### config.mk
export PLATFORM = sky130hd
export DESIGN_NAME = scan_mux_flat
export DESIGN_NICKNAME = d
export VERILOG_FILES = /design/src/rtl/scan_if.sv /design/src/rtl/scan_mux.sv /design/src/flat_wrapper.sv
export SDC_FILE = /design/constraint.sdc
export NUM_CORES = 1
export LEC_CHECK = 0
export ABC_AREA = 1
export BUFFER_PORTS_ARGS = -buffer_cell sky130_fd_sc_hd__clkbuf_2
export CAP_MARGIN = 0
export CORE_MARGIN = 2
export CORE_UTILIZATION = 55
export CTS_CLUSTER_SIZE = 20
export DETAILED_ROUTE_END_ITERATION = 7
export PLACE_DENSITY = 0.89
export SYNTH_ARGS = -nofsm -noshare
export SYNTH_HDL_FRONTEND = slang
export SYNTH_SLANG_ARGS = --single-unit
### constraint.sdc
create_clock -name clk -period 3.3 [get_ports clk]
set_input_delay 0.33 -clock clk [delete_from_list [all_inputs] [get_ports clk]]
set_output_delay 0.33 -clock clk [all_outputs]
set_load 0.01 [all_outputs]
### src/rtl/scan_if.sv
// Handshake-free bus between the scan multiplexer and its client:
// channel words and controls in, registered word/index/digit enables out.
interface scan_if #(
  parameter int WIDTH    = 4,
  parameter int CHANNELS = 4
);
  localparam int SW = $clog2(CHANNELS);

  logic                      enable;
  logic [CHANNELS*WIDTH-1:0] in;
  logic [CHANNELS-1:0]       blank;
  logic [WIDTH-1:0]          out;
  logic [SW-1:0]             sel;
  logic [CHANNELS-1:0]       digit_en;

  modport master (
    output enable, in, blank,
    input  out, sel, digit_en
  );

  modport slave (
    input  enable, in, blank,
    output out, sel, digit_en
  );
endinterface

### src/rtl/scan_mux.sv
// Time-multiplexed N:1 display scanner with per-channel dwell,
// a dark guard gap at each switch, blanking and freeze.
module scan_mux #(
  parameter int WIDTH         = 4,
  parameter int CHANNELS      = 4,
  parameter int DIVIDE        = 50000,
  parameter int GUARD         = 1,
  parameter int ACTIVE_LOW_EN = 1
) (
  input logic   clk,
  input logic   reset,
  scan_if.slave bus
);
  localparam int SW = $clog2(CHANNELS);
  localparam int TW = $clog2(DIVIDE);
  localparam logic [CHANNELS-1:0] OFF =
    (ACTIVE_LOW_EN != 0) ? {CHANNELS{1'b1}} : {CHANNELS{1'b0}};

  logic [TW-1:0]       tick, tick_nxt;
  logic [SW-1:0]       idx, idx_nxt;
  logic [WIDTH-1:0]    word;
  logic [CHANNELS-1:0] onehot, en_nxt;
  logic                lit;

  always_comb begin
    tick_nxt = tick;
    idx_nxt  = idx;
    if (bus.enable) begin
      if (tick == TW'(DIVIDE - 1)) begin
        tick_nxt = '0;
        idx_nxt  = (idx == SW'(CHANNELS - 1)) ? '0 : idx + 1'b1;
      end else begin
        tick_nxt = tick + 1'b1;
      end
    end
  end

  always_comb begin
    word = '0;
    for (int i = 0; i < CHANNELS; i++) begin
      if (idx == SW'(i)) word = bus.in[i*WIDTH +: WIDTH];
    end
  end

  // XOR with the inactive pattern applies the enable polarity.
  always_comb begin
    onehot = CHANNELS'(1) << idx;
    lit    = bus.enable && !(|(bus.blank & onehot))
             && (tick >= TW'(GUARD));
    en_nxt = lit ? (onehot ^ OFF) : OFF;
  end

  always_ff @(posedge clk) begin
    if (reset) begin
      tick         <= '0;
      idx          <= '0;
      bus.out      <= '0;
      bus.sel      <= '0;
      bus.digit_en <= OFF;
    end else begin
      tick         <= tick_nxt;
      idx          <= idx_nxt;
      bus.out      <= word;
      bus.sel      <= idx;
      bus.digit_en <= en_nxt;
    end
  end
endmodule

### src/flat_wrapper.sv
// flat-port wrapper written by rule: the top's interface ports become plain ports
module scan_mux_flat 
#(
  parameter int WIDTH         = 4,
  parameter int CHANNELS      = 4,
  parameter int DIVIDE        = 50000,
  parameter int GUARD         = 1,
  parameter int ACTIVE_LOW_EN = 1
)
  (clk, reset, bus_enable, bus_in, bus_blank, bus_out, bus_sel, bus_digit_en);
  scan_if #(.WIDTH(WIDTH), .CHANNELS(CHANNELS)) bus_i ();
  input logic clk;
  input logic reset;
  input wire logic [$bits(bus_i.enable)-1:0] bus_enable;
  input wire logic [$bits(bus_i.in)-1:0] bus_in;
  input wire logic [$bits(bus_i.blank)-1:0] bus_blank;
  output wire logic [$bits(bus_i.out)-1:0] bus_out;
  output wire logic [$bits(bus_i.sel)-1:0] bus_sel;
  output wire logic [$bits(bus_i.digit_en)-1:0] bus_digit_en;
  assign bus_i.enable = bus_enable;
  assign bus_i.in = bus_in;
  assign bus_i.blank = bus_blank;
  assign bus_out = bus_i.out;
  assign bus_sel = bus_i.sel;
  assign bus_digit_en = bus_i.digit_en;
  scan_mux #(.WIDTH(WIDTH), .CHANNELS(CHANNELS), .DIVIDE(DIVIDE), .GUARD(GUARD), .ACTIVE_LOW_EN(ACTIVE_LOW_EN)) u_core (.clk(clk), .reset(reset), .bus(bus_i));
endmodule
== Word level (Yosys, flattened, before mapping) ==
Index checks and enable logic that the tools add are counted.
Storage, ports and cells
  bits in registers: 28
  input port bits: 23
  output and inout bits: 10
  logic and storage cells: 29
Operators by class
  add/subtract/negate cells: 2
  magnitude comparators: 1
  eq/ne operators: 4
  shift-type cells: 1
  muxes and demuxes: 6
  bitwise operators: 3
  reduce and logical (&&, ||, !) cells: 7
Operators with widths (number)
  adder 16 x 1 -> 16 bit (second input constant): 1
  == test 16 bit (second input constant): 1
  >= comparator 16 x 1 -> 1 bit (second input constant): 1
  two-way mux 16 bit: 1
  two-way mux 4 bit: 4
  AND 4 bit: 1
  == test 2 bit (second input constant): 2
  inverter 4 bit: 1
  OR reduction 4 bit: 1
  << shifter 1 x 2 -> 4 bit (first input constant): 1
  adder 2 x 1 -> 2 bit (second input constant): 1
  == test 2 x 1 -> 1 bit (second input constant): 1
  logical AND 1 bit: 2
  zero test 2 bit: 1
  two-way mux 2 bit: 1
  AND reduction 2 bit: 1
  OR reduction 2 bit: 1
  zero test 1 bit: 1
  inverter 1 bit: 1

== Logic depth before layout (Yosys ltp) ==
  word-level depth: 8
  depth in mapped cells: 9

== Worst setup path before layout ==
OpenSTA, ideal clock, no wires.
  path kind: register -> register
  start point: register u_core.tick[0]
  end point: register u_core.tick[1]
  setup time: 0.117 ns
  arrival time: 1.191 ns
  required time: 3.183 ns
  path slack: 1.992 ns
  cell stages (with the launch flop): 9
  path through: dfxtp_1 -> ha_1 -> nand2_1 -> nor2_1 -> nand2_1 -> nor2_1 -> nor2_2 -> inv_2 -> nor2_1
On the way
  cells in the longest elaborated chain, start to end: 2
RTL lines
  from (decl): line scan_mux.sv:19  | logic [TW-1:0] tick, tick_nxt;
  from (signal assigned): line scan_mux.sv:61  | tick <= tick_nxt;
  adder 16 x 1 -> 16 bit or == test 16 bit (tied branches): line scan_mux.sv:33, scan_mux.sv:29
  two-way mux 16 bit (*): line scan_mux.sv:29  | if (tick == TW'(DIVIDE - 1)) begin
Every way passes the cells marked *; elsewhere a longest branch is shown, timed or not.
A chain may end at the register's enable or synchronous reset.

== Worst setup path after layout ==
  start point: register u_core.tick[0]
  end point: register u_core.tick[12]
The elaborated chain is that of the path after synthesis.

==> out/qor.csv <==
stage,metric,value,unit
route,wl_met3,145,microns
power,total_power,0.528,mW
clock_network,cts_root_buf,clkbuf_4,
route,post-route-drc-count,0,
layout,final_common_cell,nand2_1,
route,dr.pass1.iters,4,
clock_network,postCtsSetupBuffers,0,
synthesis,synthesis.nets,246,
placed_design,routabilityCongestion,0.881,
clock_network,cts_tree,built,
sta,timing.final.ws_setup,1.77,ns
floorplanning,die_area,3090,sq um
clock_network,clk_pin_slew_worst_paths,0.13,ns
layout,area_growth,13.8,%
setup_path,cp-end-kind,flip-flop,
setup_path,start_kind,flip-flop,
power,ir_drop,330,uV
setup_path,cp_max_fo,10,
global_route,grt_pass1_wl,5.19,mm
layout,antenna_cells,0,
synthesis,synth-seq-area-share,38.4,%
sta,relSlewSlack,72.0,%
power,p_comb_share,9.4,%
floorplanning,initial_core_util,58.5,%
sta,fin_worst_skew,0.00433,ns
setup_path,worstSetupPathType,reg -> reg,
power,power.net_switching,0.120,mW
setup_path,crit_path_cell_trace,ha_1 > nand2_1 > nor2_1 > nand2_1 > nor2_1 > nor2_2 > nand2_1 > nor2_1,
sta,drv_slew,0,
hold_path,hp-class,in -> reg,
setup_path,worst-endpoint-required,3.56,ns
synthesis,avgSynthCellArea,6.77,sq um
power,p_per_area,317,nW/um^2
clock_network,cts_hold_buffers,0,
sta,setup_viol,0,
power,clock_power_share,24.9,%
floorplanning,io_pins,33,
power,p_int,0.408,mW
setup_path,critPathArrivalTime,1.79,ns
synthesis,ys_types,22,
layout,nFillCells,223,
route,vias,1434,
route,first_iter_violations,54,
route,wire_per_inst,11.1,microns
synthesis,ys_ff_latch,28,
layout,final_nets,280,
sta,hold_violations,0,
floorplanning,core,2500,sq um
sta,worstMarginPinSlew,0.419,ns
setup_path,cp_slowest_stage_delay,0.37,ns
route,drt-total-wl,3.07,mm
sta,rsz0062_at_grt,false,
synthesis,syn_inst,216,
placed_design,place_hpwl,2.47,mm
power,switching_share,22.7,%
clock_network,clock-sinks,28,
global_route,antenna_found_initial,0,
placed_design,io_buffers,32,
floorplanning,fp.dieH,55.5,microns
clock_network,cts.htree.levels,1,
sta,post-route-min-period,1.53,ns
power,share_seq_of_total_power,65.7,%
layout,mostFrequentLayoutCells,"55 x nand2_1, 33 x nor2_1, 32 x clkbuf_2",
clock_network,clockBufferDepth,2,
global_route,grt_pass1_vias,1256,
global_route,overflow,0,
job,maxCapViolCount,0,
setup_path,crit_slowest_cell,dfxtp_1,
route,avgViaCountPerCell,5.16,
synthesis,ys_warn_count,0,
power,p_leak,0.775,nW
floorplanning,die-width,55.5,microns
floorplanning,row_count,18,
clock_network,cts_made_buffers,3,
route,wl_met2,1.43,mm
route,met1Wirelength,1.47,mm
global_route,grt_max_degree,15,
synthesis,netlist_area,1460,sq um
sta,period_share,46.3,%
setup_path,critical-path-top-delay-family,simple AND/OR/NAND/NOR gates,
clock_network,clock_latency,0.31,ns
layout,drive_gt1_share,19.8,%
route,ant_nets,0,
clock_network,post_cts_resized,0,
run_status,run_status,finished clean,
placed_design,pre_cts_ws,1.80,ns
sta,setup-tns-final,0,ns
route,highest_layer,met4,
sta,fmax,655,MHz
global_route,grt_usage,20.8,%
setup_path,path_buf_inv,0,
-- power by group through the flow --
stage	Combinational (mW)	Clock, mW	Sequential (mW)
after floorplan	0.0274	0	0.355
after global placement	0.0490	0	0.354
after CTS	0.0501	0.137	0.347
final	0.0498	0.131	0.347
after detailed placement	0.0499	0	0.354
after global routing	0.0571	0.149	0.348
-- state kept, by name, indices dropped and copies added, names as in the netlist --
name	flops
u_core.tick	16
u_core.bus.digit_en	4
u_core.bus.out	4
u_core.bus.sel	2
u_core.idx	2
-- cell type report --
class	instances	area (sq um)	share of cell area, %
multi-input combinational	157	777	46.7
tap	30	37.5	2.26
sequential	28	561	33.7
inverter	28	105	6.32
clock buffer	3	22.5	1.35
timing repair buffer	32	160	9.63
-- cells by family after synthesis --
family | Yosys count | synth area share [%]
AND/OR/NAND/NOR | 119 | 34.8
buffers and inverters | 31 | 8.48
AO/OA/AOI/OAI | 29 | 11.2
flip-flops | 28 | 38.4
adder cells (fa/ha/maj) | 7 | 5.99
XOR/XNOR | 2 | 1.20
-- final timing paths --
kind / startpoint / endpoint / slack (ns) / cells after the start
hold / removal: bus_blank[3] / u_core.bus.digit_en[0] / 0.27 / 3
setup reg to reg: u_core.tick[0] / u_core.tick[12] / 1.77 / 8
setup / recovery: u_core.tick[0] / u_core.tick[12] / 1.77 / 8
hold reg to reg: u_core.idx[1] / u_core.bus.sel[1] / 0.54 / 2
-- tightest hold or removal path: cells and delay by family --
kind	cells	cell delay (ns)
compound gates	1	0.08
buf+inv	1	0.08
simple gates	1	0.07
-- synth_stat cells --
| cell type | instances | area share (%) |
|---|---|---|
| clkbuf_1 | 2 | 0.51 |
| inv_2 | 5 | 1.3 |
| nand2_2 | 2 | 0.86 |
| nor3_1 | 9 | 3.1 |
| inv_1 | 23 | 5.9 |
| buf_6 | 1 | 0.77 |
| a211oi_2 | 1 | 0.86 |
| dfxtp_1 | 28 | 38 |
| a31oi_1 | 1 | 0.43 |
| nor2_1 | 33 | 8.5 |
| nand3_1 | 12 | 4.1 |
| nand2_1 | 55 | 14 |
| ha_1 | 7 | 6.0 |
| or2_2 | 1 | 0.43 |
| nand4_1 | 2 | 0.86 |
| nor2_2 | 3 | 1.3 |
| o21ai_0 | 8 | 2.7 |
| a21oi_1 | 15 | 5.1 |
| xnor2_1 | 1 | 0.60 |
| xor2_1 | 1 | 0.60 |
| nor2_4 | 2 | 1.5 |
| o211ai_1 | 4 | 2.1 |
-- through the flow --
stage / utilization [%] / cells / hold slack, ns / instance area [sq um]
after global routing: 66.5 / 278 / 0.271 / 1660
final: 66.5 / 278 / 0.272 / 1660
after detailed placement: 65.6 / 275 / 0.515 / 1640
after global placement: 65.6 / 275 / 0.501 / 1640
after floorplan: - / 216 / 0.474 / 1460
after CTS: 66.5 / 278 / 0.268 / 1660
-- metal layers --
layer / vias up / GRT usage (%)
met5: - / 0
met4: 0 / 4.53
met2: 36 / 32.5
li1: 756 / -
met3: 4 / 4.92
met1: 638 / 29.2
Note: power is estimated with default switching activity, not from simulation.
